**config.mk**
```make
export PLATFORM = sky130hd
export DESIGN_NAME = rom_burst_reader
export DESIGN_NICKNAME = d
export VERILOG_FILES = /design/src/rtl/ecc_rom_pkg.sv /design/src/rtl/rom_rd_fifo.sv /design/src/rtl/rom_burst_reader.sv
export SDC_FILE = /design/constraint.sdc
export NUM_CORES = 1
export LEC_CHECK = 0
export CORE_MARGIN = 5
export CORE_UTILIZATION = 47
export DETAILED_ROUTE_END_ITERATION = 10
export PLACE_DENSITY = 0.84
export RECOVER_POWER = 50
export SLEW_MARGIN = 20
export SYNTH_ARGS = -nofsm -noshare
export SYNTH_HDL_FRONTEND = slang
export SYNTH_SLANG_ARGS = --single-unit
```
**constraint.sdc**
```tcl
create_clock -name CLK -period 2.85 [get_ports CLK]
set_input_delay 0.57 -clock CLK [delete_from_list [all_inputs] [get_ports CLK]]
set_output_delay 0.57 -clock CLK [all_outputs]
set_load 0.1 [all_outputs]
```
**src/rtl/ecc_rom_pkg.sv**
```systemverilog
// Shared constants and types for the 64x16 tag/key ROM and its burst reader.
// Latency: n/a (declarations only).
// Backpressure: n/a.
package ecc_rom_pkg;

  localparam int ROM_AW    = 6;
  localparam int ROM_DW    = 16;
  localparam int ROM_DEPTH = 64;

  // ROM map: EPC, TID, user memory and the crypto key each own a 16-word region
  localparam int EPC_BASE  = 0;
  localparam int TID_BASE  = 16;
  localparam int USER_BASE = 32;
  localparam int KEY_BASE  = 48;
  localparam int KEY_WORDS = 8;

  // Width of the word counters; holds 0..64 inclusive
  localparam int CNT_W = 7;

  typedef enum logic [1:0] {
    IDLE  = 2'd0,
    READ  = 2'd1,
    DRAIN = 2'd2,
    DONE  = 2'd3
  } rd_state_t;

  // A burst never covers more than the whole ROM
  function automatic logic [CNT_W-1:0] sat_word_cnt(input logic [CNT_W-1:0] n);
    return (n > CNT_W'(ROM_DEPTH)) ? CNT_W'(ROM_DEPTH) : n;
  endfunction

endpackage

```
**src/rtl/rom_rd_fifo.sv**
```systemverilog
// Small shift-style FIFO whose head word lives in a flop (mem_q[0]).
// Latency: a pushed word is visible at the head the cycle after the push.
// Backpressure: none internally; the writer guarantees it never pushes into a full FIFO without a pop.
module rom_rd_fifo #(
  parameter int DEPTH = 2,
  parameter int DW    = 16
) (
  input  logic                         clk,
  input  logic                         rst,
  input  logic                         push,
  input  logic [DW-1:0]                din,
  input  logic                         pop,
  output logic [DW-1:0]                head,
  output logic [$clog2(DEPTH+1)-1:0]   count,
  output logic                         empty
);

  localparam int CW = $clog2(DEPTH+1);

  logic [DW-1:0] mem_q [DEPTH];
  logic [DW-1:0] mem_d [DEPTH];
  logic [CW-1:0] count_q, count_d;
  logic [CW-1:0] wr_idx;
  logic          pop_ok;

  assign pop_ok = pop && (count_q != '0);

  // Shift out on pop, then write the new word just behind the last valid entry
  always_comb begin
    mem_d   = mem_q;
    count_d = count_q;
    wr_idx  = count_q;
    if (pop_ok) begin
      for (int i = 0; i < DEPTH - 1; i++) begin
        mem_d[i] = mem_q[i+1];
      end
      wr_idx = count_q - CW'(1);
    end
    for (int i = 0; i < DEPTH; i++) begin
      if (push && (int'(wr_idx) == i)) begin
        mem_d[i] = din;
      end
    end
    count_d = count_q + CW'(push) - CW'(pop_ok);
  end

  // Storage and occupancy registers; reset flushes contents to zero
  always_ff @(posedge clk) begin
    if (rst) begin
      for (int i = 0; i < DEPTH; i++) begin
        mem_q[i] <= '0;
      end
      count_q <= '0;
    end else begin
      mem_q   <= mem_d;
      count_q <= count_d;
    end
  end

  assign head  = mem_q[0];
  assign count = count_q;
  assign empty = (count_q == '0);

endmodule

```
**src/rtl/rom_burst_reader.sv**
```systemverilog
// Issues a burst of consecutive ROM reads and streams the words out as valid/ready.
// Latency: start to first dout_valid is 3 cycles; 1 word/cycle with dout_ready held high.
// Backpressure: ROM chip enable is gated by a credit check so at most FIFO_DEPTH words are ever outstanding.
module rom_burst_reader
  import ecc_rom_pkg::*;
#(
  parameter int FIFO_DEPTH = 2
) (
  input  logic              CLK,
  input  logic              rst,
  input  logic              start,
  input  logic [ROM_AW-1:0] start_addr,
  input  logic [CNT_W-1:0]  word_cnt,
  output logic              busy,
  output logic              done,
  output logic              rom_cen,
  output logic [ROM_AW-1:0] rom_a,
  input  logic [ROM_DW-1:0] rom_q,
  output logic [ROM_DW-1:0] dout,
  output logic              dout_valid,
  input  logic              dout_ready
);

  localparam int CW = $clog2(FIFO_DEPTH+1);

  rd_state_t         state_q, state_d;
  logic [ROM_AW-1:0] addr_q, addr_d;
  logic [CNT_W-1:0]  issue_left_q, issue_left_d;
  logic [CNT_W-1:0]  pop_left_q, pop_left_d;
  logic              inflight_q, inflight_d;

  logic [CW-1:0]     fifo_cnt;
  logic              fifo_empty;
  logic              pop;
  logic              slot;
  logic              issue;
  logic              accept;

  // Words already owed to the FIFO (buffered + one in the ROM pipeline) must leave room for one more
  assign pop    = dout_valid && dout_ready;
  assign slot   = ((int'(fifo_cnt) + int'(inflight_q)) < FIFO_DEPTH) || pop;
  assign issue  = (state_q == READ) && (issue_left_q != '0) && slot;
  assign accept = (state_q == IDLE) && start;

  rom_rd_fifo #(
    .DEPTH (FIFO_DEPTH),
    .DW    (ROM_DW)
  ) u_fifo (
    .clk   (CLK),
    .rst   (rst),
    .push  (inflight_q),
    .din   (rom_q),
    .pop   (pop),
    .head  (dout),
    .count (fifo_cnt),
    .empty (fifo_empty)
  );

  assign dout_valid = !fifo_empty;

  // FSM state register
  always_ff @(posedge CLK) begin
    if (rst) begin
      state_q <= IDLE;
    end else begin
      state_q <= state_d;
    end
  end

  // FSM next state; DRAIN leaves on the cycle of the last pop so done follows it directly
  always_comb begin
    state_d = state_q;
    case (state_q)
      IDLE: begin
        if (start) begin
          state_d = (word_cnt == '0) ? DONE : READ;
        end
      end
      READ: begin
        if (issue_left_q == '0) begin
          state_d = DRAIN;
        end
      end
      DRAIN: begin
        if ((pop_left_q == '0) || ((pop_left_q == CNT_W'(1)) && pop)) begin
          state_d = DONE;
        end
      end
      DONE: begin
        state_d = IDLE;
      end
      default: begin
        state_d = IDLE;
      end
    endcase
  end

  // FSM outputs; ROM is only enabled for an issuing READ cycle
  always_comb begin
    busy    = (state_q == READ) || (state_q == DRAIN);
    done    = (state_q == DONE);
    rom_cen = !issue;
    rom_a   = addr_q;
  end

  // Burst address and counters: load on accept, step on issue and pop
  always_comb begin
    addr_d       = addr_q;
    issue_left_d = issue_left_q;
    pop_left_d   = pop_left_q;
    inflight_d   = issue;
    if (accept && (word_cnt != '0)) begin
      addr_d       = start_addr;
      issue_left_d = sat_word_cnt(word_cnt);
      pop_left_d   = sat_word_cnt(word_cnt);
    end
    if (issue) begin
      addr_d       = addr_q + ROM_AW'(1);
      issue_left_d = issue_left_q - CNT_W'(1);
    end
    if (pop && (pop_left_q != '0)) begin
      pop_left_d = pop_left_q - CNT_W'(1);
    end
  end

  // Datapath registers
  always_ff @(posedge CLK) begin
    if (rst) begin
      addr_q       <= '0;
      issue_left_q <= '0;
      pop_left_q   <= '0;
      inflight_q   <= 1'b0;
    end else begin
      addr_q       <= addr_d;
      issue_left_q <= issue_left_d;
      pop_left_q   <= pop_left_d;
      inflight_q   <= inflight_d;
    end
  end

endmodule

```
# Word-level counts from Yosys, hierarchy flattened

Index checks and enable logic that the tools add are counted.

$add $sub $neg: 7
$lt $le $gt $ge: 2
Equal/unequal tests: 8
Multiplexer cells: 14
Reductions and logical operators: 29

Operator list:

| operator                                                               | number |
|---|---|
| 16-bit two-way mux                                                     | 2 |
| 7-bit two-way mux                                                      | 4 |
| 7-bit logical NOT                                                      | 3 |
| 7-bit nonzero test                                                     | 3 |
| 7-bit by 1-bit subtractor with 7-bit output (second input constant)    | 2 |
| 6-bit two-way mux                                                      | 2 |
| 1-bit logical AND                                                      | 10 |
| 2-bit two-way mux                                                      | 5 |
| 2-bit case mux with 4 select lines                                     | 1 |
| 2-bit nonzero test                                                     | 4 |
| 7-bit by 1-bit equality test with 1-bit output (second input constant) | 1 |
| 7-bit > comparator (second input constant)                             | 1 |
| 6-bit by 1-bit adder with 6-bit output (second input constant)         | 1 |
| 2-bit equality test (second input constant)                            | 3 |
| 2-bit logical NOT                                                      | 3 |
| 2-bit inequality test (second input constant)                          | 3 |
| 2-bit by 1-bit adder with 3-bit output                                 | 1 |
| 1-bit logical OR                                                       | 3 |
| 3-bit by 2-bit < comparator with 1-bit output (second input constant)  | 1 |
| 3-bit AND reduction                                                    | 1 |
| 2-bit by 1-bit adder with 2-bit output                                 | 1 |
| 2-bit by 1-bit equality test with 1-bit output (second input constant) | 1 |
| 1-bit logical NOT                                                      | 2 |
| 2-bit by 1-bit subtractor with 2-bit output                            | 1 |
| 2-bit by 1-bit subtractor with 2-bit output (second input constant)    | 1 |

Register bits: 57
Input port bits: 33
Output and inout port bits: 26
Word-level logic and storage cells: 68

# Depth between registers and ports, before layout

Depth in word-level cells: 8
Depth in mapped cells: 11
Depth with buffers taken out: 10

# By module

Synthesis repeated with hierarchy kept, for this count alone.

Cell total of the unflattened synthesis: 375
Area, all modules: 3627.2 um^2

By module, submodules not included:

| module           | times used | cells an instance | area an instance (um^2) | sequential area each (um^2) |
|---|---|---|---|---|
| rom_rd_fifo      | 1          | 180               | 1970.6                  | 680.7 |
| rom_burst_reader | 1          | 195               | 1656.6                  | 460.4 |

# Worst setup path before layout

OpenSTA, ideal clock, no wires.

Path type: reg2reg
From: register u_fifo.count_q[1] (netlist: u_fifo.count[1])
To: register u_fifo.mem_q[10] (netlist bit)
Setup time: 0.128 ns
Arrival: 2.536 ns
Data required time: 2.722 ns
Setup slack: 0.186 ns
Stages on the path, launching flop included: 11
Buffers on the path: 2
Clock period less this slack: 2.664 ns
Path through: dfxtp_1 inv_1 ha_1 nand2b_1 inv_1 clkbuf_1 ha_1 a2111oi_4 buf_4 mux2i_1 nor2_1

Cells in the longest elaborated chain, start to end: 7
Elaborated cells on any way between the ends: 9
Classes of those cells: 1 x add/sub; 1 x eq/ne; 1 x mux; 6 x reduce/logical

Ends and longest elaborated chain:

| item                   | RTL line               | RTL |
|---|---|---|
| start, declared        | rom_rd_fifo.sv:22      | `logic [CW-1:0] count_q, count_d;` |
| start signal, assigned | rom_rd_fifo.sv:56      | `count_q <= count_d;` |
| 2-bit logical NOT      | rom_rd_fifo.sv:62      | `assign empty = (count_q == '0);` |
| 1-bit logical NOT      | rom_burst_reader.sv:59 | `assign dout_valid = !fifo_empty;` |
| 1-bit logical AND      | rom_burst_reader.sv:40 | `assign pop = dout_valid && dout_ready;` |
| 1-bit logical AND      | rom_rd_fifo.sv:26      | `assign pop_ok = pop && (count_q != '0);` |
| 2-bit two-way mux *    | rom_rd_fifo.sv:33      | `if (pop_ok) begin` |
| 2-bit equality test *  | rom_rd_fifo.sv:40      | `if (push && (int'(wr_idx) == i)) begin` |
| 1-bit logical AND *    | rom_rd_fifo.sv:40      |  |
| end signal, assigned   | rom_rd_fifo.sv:55      | `mem_q <= mem_d;` |
| end, declared          | rom_rd_fifo.sv:20      | `logic [DW-1:0] mem_q [DEPTH];` |

Every way passes the cells marked *; elsewhere a longest branch is shown, timed or not.
A chain may end at the register's enable or synchronous reset.

# Worst setup path after layout

From: register u_fifo.count_q[1] (netlist: u_fifo.count[1])
To: output port rom_cen

Cells in the longest elaborated chain, start to end: 6
Elaborated cells on any way between the ends: 8
Classes of those cells: 1 x add/sub; 1 x order compare; 6 x reduce/logical

Ends and longest elaborated chain:

| item                                                                           | RTL line                | RTL |
|---|---|---|
| branches (longest 3 deep; another with 2-bit by 1-bit adder with 3-bit output) | -                       |  |
| 1-bit logical OR *                                                             | rom_burst_reader.sv:41  | `assign slot = ((int'(fifo_cnt) + int'(inflight_q)) < FIFO_DEPTH) \|\| pop;` |
| 1-bit logical AND *                                                            | rom_burst_reader.sv:42  | `assign issue = (state_q == READ) && (issue_left_q != '0) && slot;` |
| 1-bit logical NOT *                                                            | rom_burst_reader.sv:102 | `rom_cen = !issue;` |
| end, declared                                                                  | rom_burst_reader.sv:16  | `output logic rom_cen,` |

Every way passes the cells marked *.

==> flow_summary.json <==
{
  "synth_nets": 415,
  "reg2reg_depth": 9,
  "critPathKind": "register to primary output",
  "fin_tns_setup_ns": 0,
  "period_needed_ns": 2.69,
  "skew_ns": 0.0104,
  "vias": 2823,
  "clkTransAtPathRegs_ns": 0.07,
  "cp_data_required_time_ns": 2.28,
  "fmax_mhz": 372,
  "grt_antenna_before_repair": 0,
  "synth_top_area_share_pct": 36.3,
  "grt_pass1_wl_um": 12600,
  "h-tree-depth": 3,
  "setup_viol": 0,
  "ir_drop_mv": 0.557,
  "die_y_um": 91.8,
  "report.final.slew_viol_count": 0,
  "routabilityCongestion": 0.938,
  "final_common_cell": "dfxtp_1",
  "status": "finished, final reports clean",
  "power.total_mw": 4.59,
  "drtIter0Drc": 158,
  "synthFlopType": "dfxtp_1",
  "wl_per_cell_um": 15.3,
  "clk_latency_ns": 0.34,
  "final_cell_mix": "dfxtp_1 (57), nand2_1 (47), nor2_1 (41)",
  "reg2reg_slack_ns": 0.39,
  "syn_to_final_growth_pct": 19.2,
  "reg2reg_from": "u_fifo.count[1]$_SDFF_PP0_",
  "fin_crit_sh_pct": 94.2,
  "fp.dieW_um": 91.8,
  "cts_setup_buffers": 0,
  "worstReg2RegEnd": "u_fifo.mem_q[1]$_SDFFE_PP0P_",
  "critPathLaunch": "u_fifo.count[1]$_SDFF_PP0_",
  "post_drt_via_cell_ratio": 5.75,
  "drc_errors": 0,
  "final_cell_area_mm2": 0.00375,
  "seq_area_frac_synth_pct": 36.3,
  "dieArea_mm2": 0.00843,
  "grt_setup_unrepaired": "no",
  "synth_edf_count": 0,
  "p_leak_nw": 1.37,
  "firstDrtPassIters": 5,
  "ant_nets": 0,
  "ys_seq_elements": 57,
  "avgSynthCellArea_um2": 8.54,
  "cap_viol_max_count": 0,
  "hold_viol": 0,
  "routed_wl_um": 7530,
  "design.core.area_mm2": 0.00642,
  "synth.distinct_cells": 55,
  "rows": 29,
  "min-delay-path-class": "register to register",
  "arrival_ns": 2.12,
  "syn_area_mm2": 0.00314,
  "tritoncts": "built",
  "grt_start_max_net_pins": 40,
  "cts_resized": 0,
  "nFillCells": 567,
  "cts.sinks": 57,
  "start_util_pct": 49.0,
  "cp-start-kind": "register",
  "postPlaceCellArea_mm2": 0.00362,
  "nNetsFinal": 456,
  "clock-root-buffer": "clkbuf_8",
  "grt_use_total_pct": 18.0,
  "synth.area.top_cells": "dfxtp_1 (36%), mux2i_1 (6.7%), nand2_1 (5.6%)",
  "yosysTopAreaCell": "dfxtp_1",
  "clk_path_buf_depth": 2,
  "overflow": 0,
  "crit_path_end_kind": "primary output",
  "syn_inst": 368,
  "grt_pass1_vias": 2672,
  "io_buffers": 58,
  "drive_gt1_share_pct": 9.18,
  "post-dp-hpwl_um": 5340,
  "numCtsBuffers": 9,
  "tightestPinTransition_ns": 1.19,
  "yosys_warnings": 0,
  "crit_end": "rom_cen",
  "critPathMaxFanout": 20,
  "synth-async-reset-ratio_pct": 0,
  "postCtsHoldBufs": 0,
  "insertedDiodeCount": 0,
  "p_per_area_mw_per_mm2": 1230,
  "maxSlewHeadroom_pct": 21.2,
  "io_pins": 59
}
==> synthesized netlist by cell type (2+ instances only) <==
| library cell | instances |
|---|---|
| a211o_1 | 2 |
| a211oi_1 | 10 |
| a21o_1 | 2 |
| a21oi_1 | 5 |
| a221oi_1 | 2 |
| a311oi_1 | 17 |
| a31oi_1 | 6 |
| and2_1 | 3 |
| and3_1 | 3 |
| and3b_1 | 2 |
| buf_2 | 3 |
| buf_4 | 17 |
| clkbuf_1 | 15 |
| dfxtp_1 | 57 |
| ha_1 | 14 |
| inv_1 | 17 |
| mux2_2 | 3 |
| mux2i_1 | 21 |
| nand2_1 | 47 |
| nand2b_1 | 3 |
| nand3_1 | 12 |
| nand3b_1 | 4 |
| nand4_1 | 2 |
| nor2_1 | 41 |
| nor2b_1 | 7 |
| nor3_1 | 9 |
| nor3b_1 | 2 |
| nor4_1 | 4 |
| o211ai_1 | 2 |
| o21ai_0 | 4 |
| o221ai_1 | 2 |
| o22ai_1 | 2 |
| o311ai_0 | 2 |
| o32ai_1 | 3 |
| or2_2 | 2 |
| xnor2_1 | 2 |
==> sequential cells by signal, indices dropped and copies added (netlist names) <==
name / flops
pop_left_q: 7
rom_a: 6
state_q: 2
u_fifo.mem_q: 16
u_fifo.count: 2
inflight_q: 1
issue_left_q: 7
u_fifo.head: 16
==> power breakdown <==
part / total (mW) / internal [mW] / switching (mW)
clock network: 0.855 / 0.499 / 0.356
logic: 2.53 / 0.732 / 1.80
registers: 1.21 / 1.01 / 0.201
==> cells by family (layout without fill, tap and decap cells) <==
| family | count (synthesis) | count (layout) | synth area share (%) |
|---|---|---|---|
| AOI/OAI and AO/OA | 71 | 71 | 18.7 |
| muxes | 24 | 24 | 7.76 |
| DFF | 57 | 57 | 36.3 |
| buffers and inverters | 55 | 101 | 9.39 |
| and+or+nand+nor | 145 | 145 | 21.8 |
| xor gates and xnor gates | 2 | 2 | 0.557 |
| adders and majority gates | 14 | 14 | 5.57 |
==> routing by layer <==
layer	up-vias	share of wire, %	GRT usage (%)
li1	1403	-	-
met1	1316	46	24.3
met2	90	47	28.3
met3	14	5.0	3.03
met4	0	1.3	7.92
met5	-	0	0
==> layout make-up <==
type / count / area (um2) / share of cell area [%]
inverters: 18 / 72.6 / 1.94
well taps: 77 / 96.3 / 2.57
clock inverters: 7 / 103 / 2.74
multi-input cells: 256 / 1710 / 45.6
flip-flops and latches: 57 / 1140 / 30.4
repair buffers: 67 / 504 / 13.5
clock buffers: 9 / 124 / 3.30
==> worst min-delay path by stage <==
stage / depth (start not counted) / from / slack, ns / end
after global routing: 2 / issue_left_q[6]$_SDFFE_PP0P_ / 0.49 / issue_left_q[6]$_SDFFE_PP0P_
after floorplan: 2 / issue_left_q[6]$_SDFFE_PP0P_ / 0.44 / issue_left_q[6]$_SDFFE_PP0P_
final: 2 / issue_left_q[6]$_SDFFE_PP0P_ / 0.47 / issue_left_q[6]$_SDFFE_PP0P_
after CTS: 2 / issue_left_q[6]$_SDFFE_PP0P_ / 0.47 / issue_left_q[6]$_SDFFE_PP0P_
after detailed placement: 2 / issue_left_q[6]$_SDFFE_PP0P_ / 0.46 / issue_left_q[6]$_SDFFE_PP0P_
after global placement: 2 / issue_left_q[6]$_SDFFE_PP0P_ / 0.45 / issue_left_q[6]$_SDFFE_PP0P_
==> critical path, stage by stage, from the launching register on <==
cell      delay [ns]
dfxtp_1         0.42
inv_1           0.12
ha_1            0.23
nand2b_1        0.17
inv_1           0.22
o221a_4         0.25
clkinv_4        0.15
buf_12          0.21
==> through the flow <==
| step | utilization (%) | cells | setup WS (ns) | hold slack, ns |
|---|---|---|---|---|
| after floorplan | - | 368 | 0.186 | 0.438 |
| after detailed placement | 56.4 | 475 | 0.155 | 0.460 |
| after global routing | 58.4 | 491 | 0.0671 | 0.491 |
| after global placement | 56.4 | 475 | 0.245 | 0.446 |
| after CTS | 59.9 | 491 | 0.161 | 0.467 |
| final | 58.4 | 491 | 0.164 | 0.471 |
(Power assumes the default switching activity.)
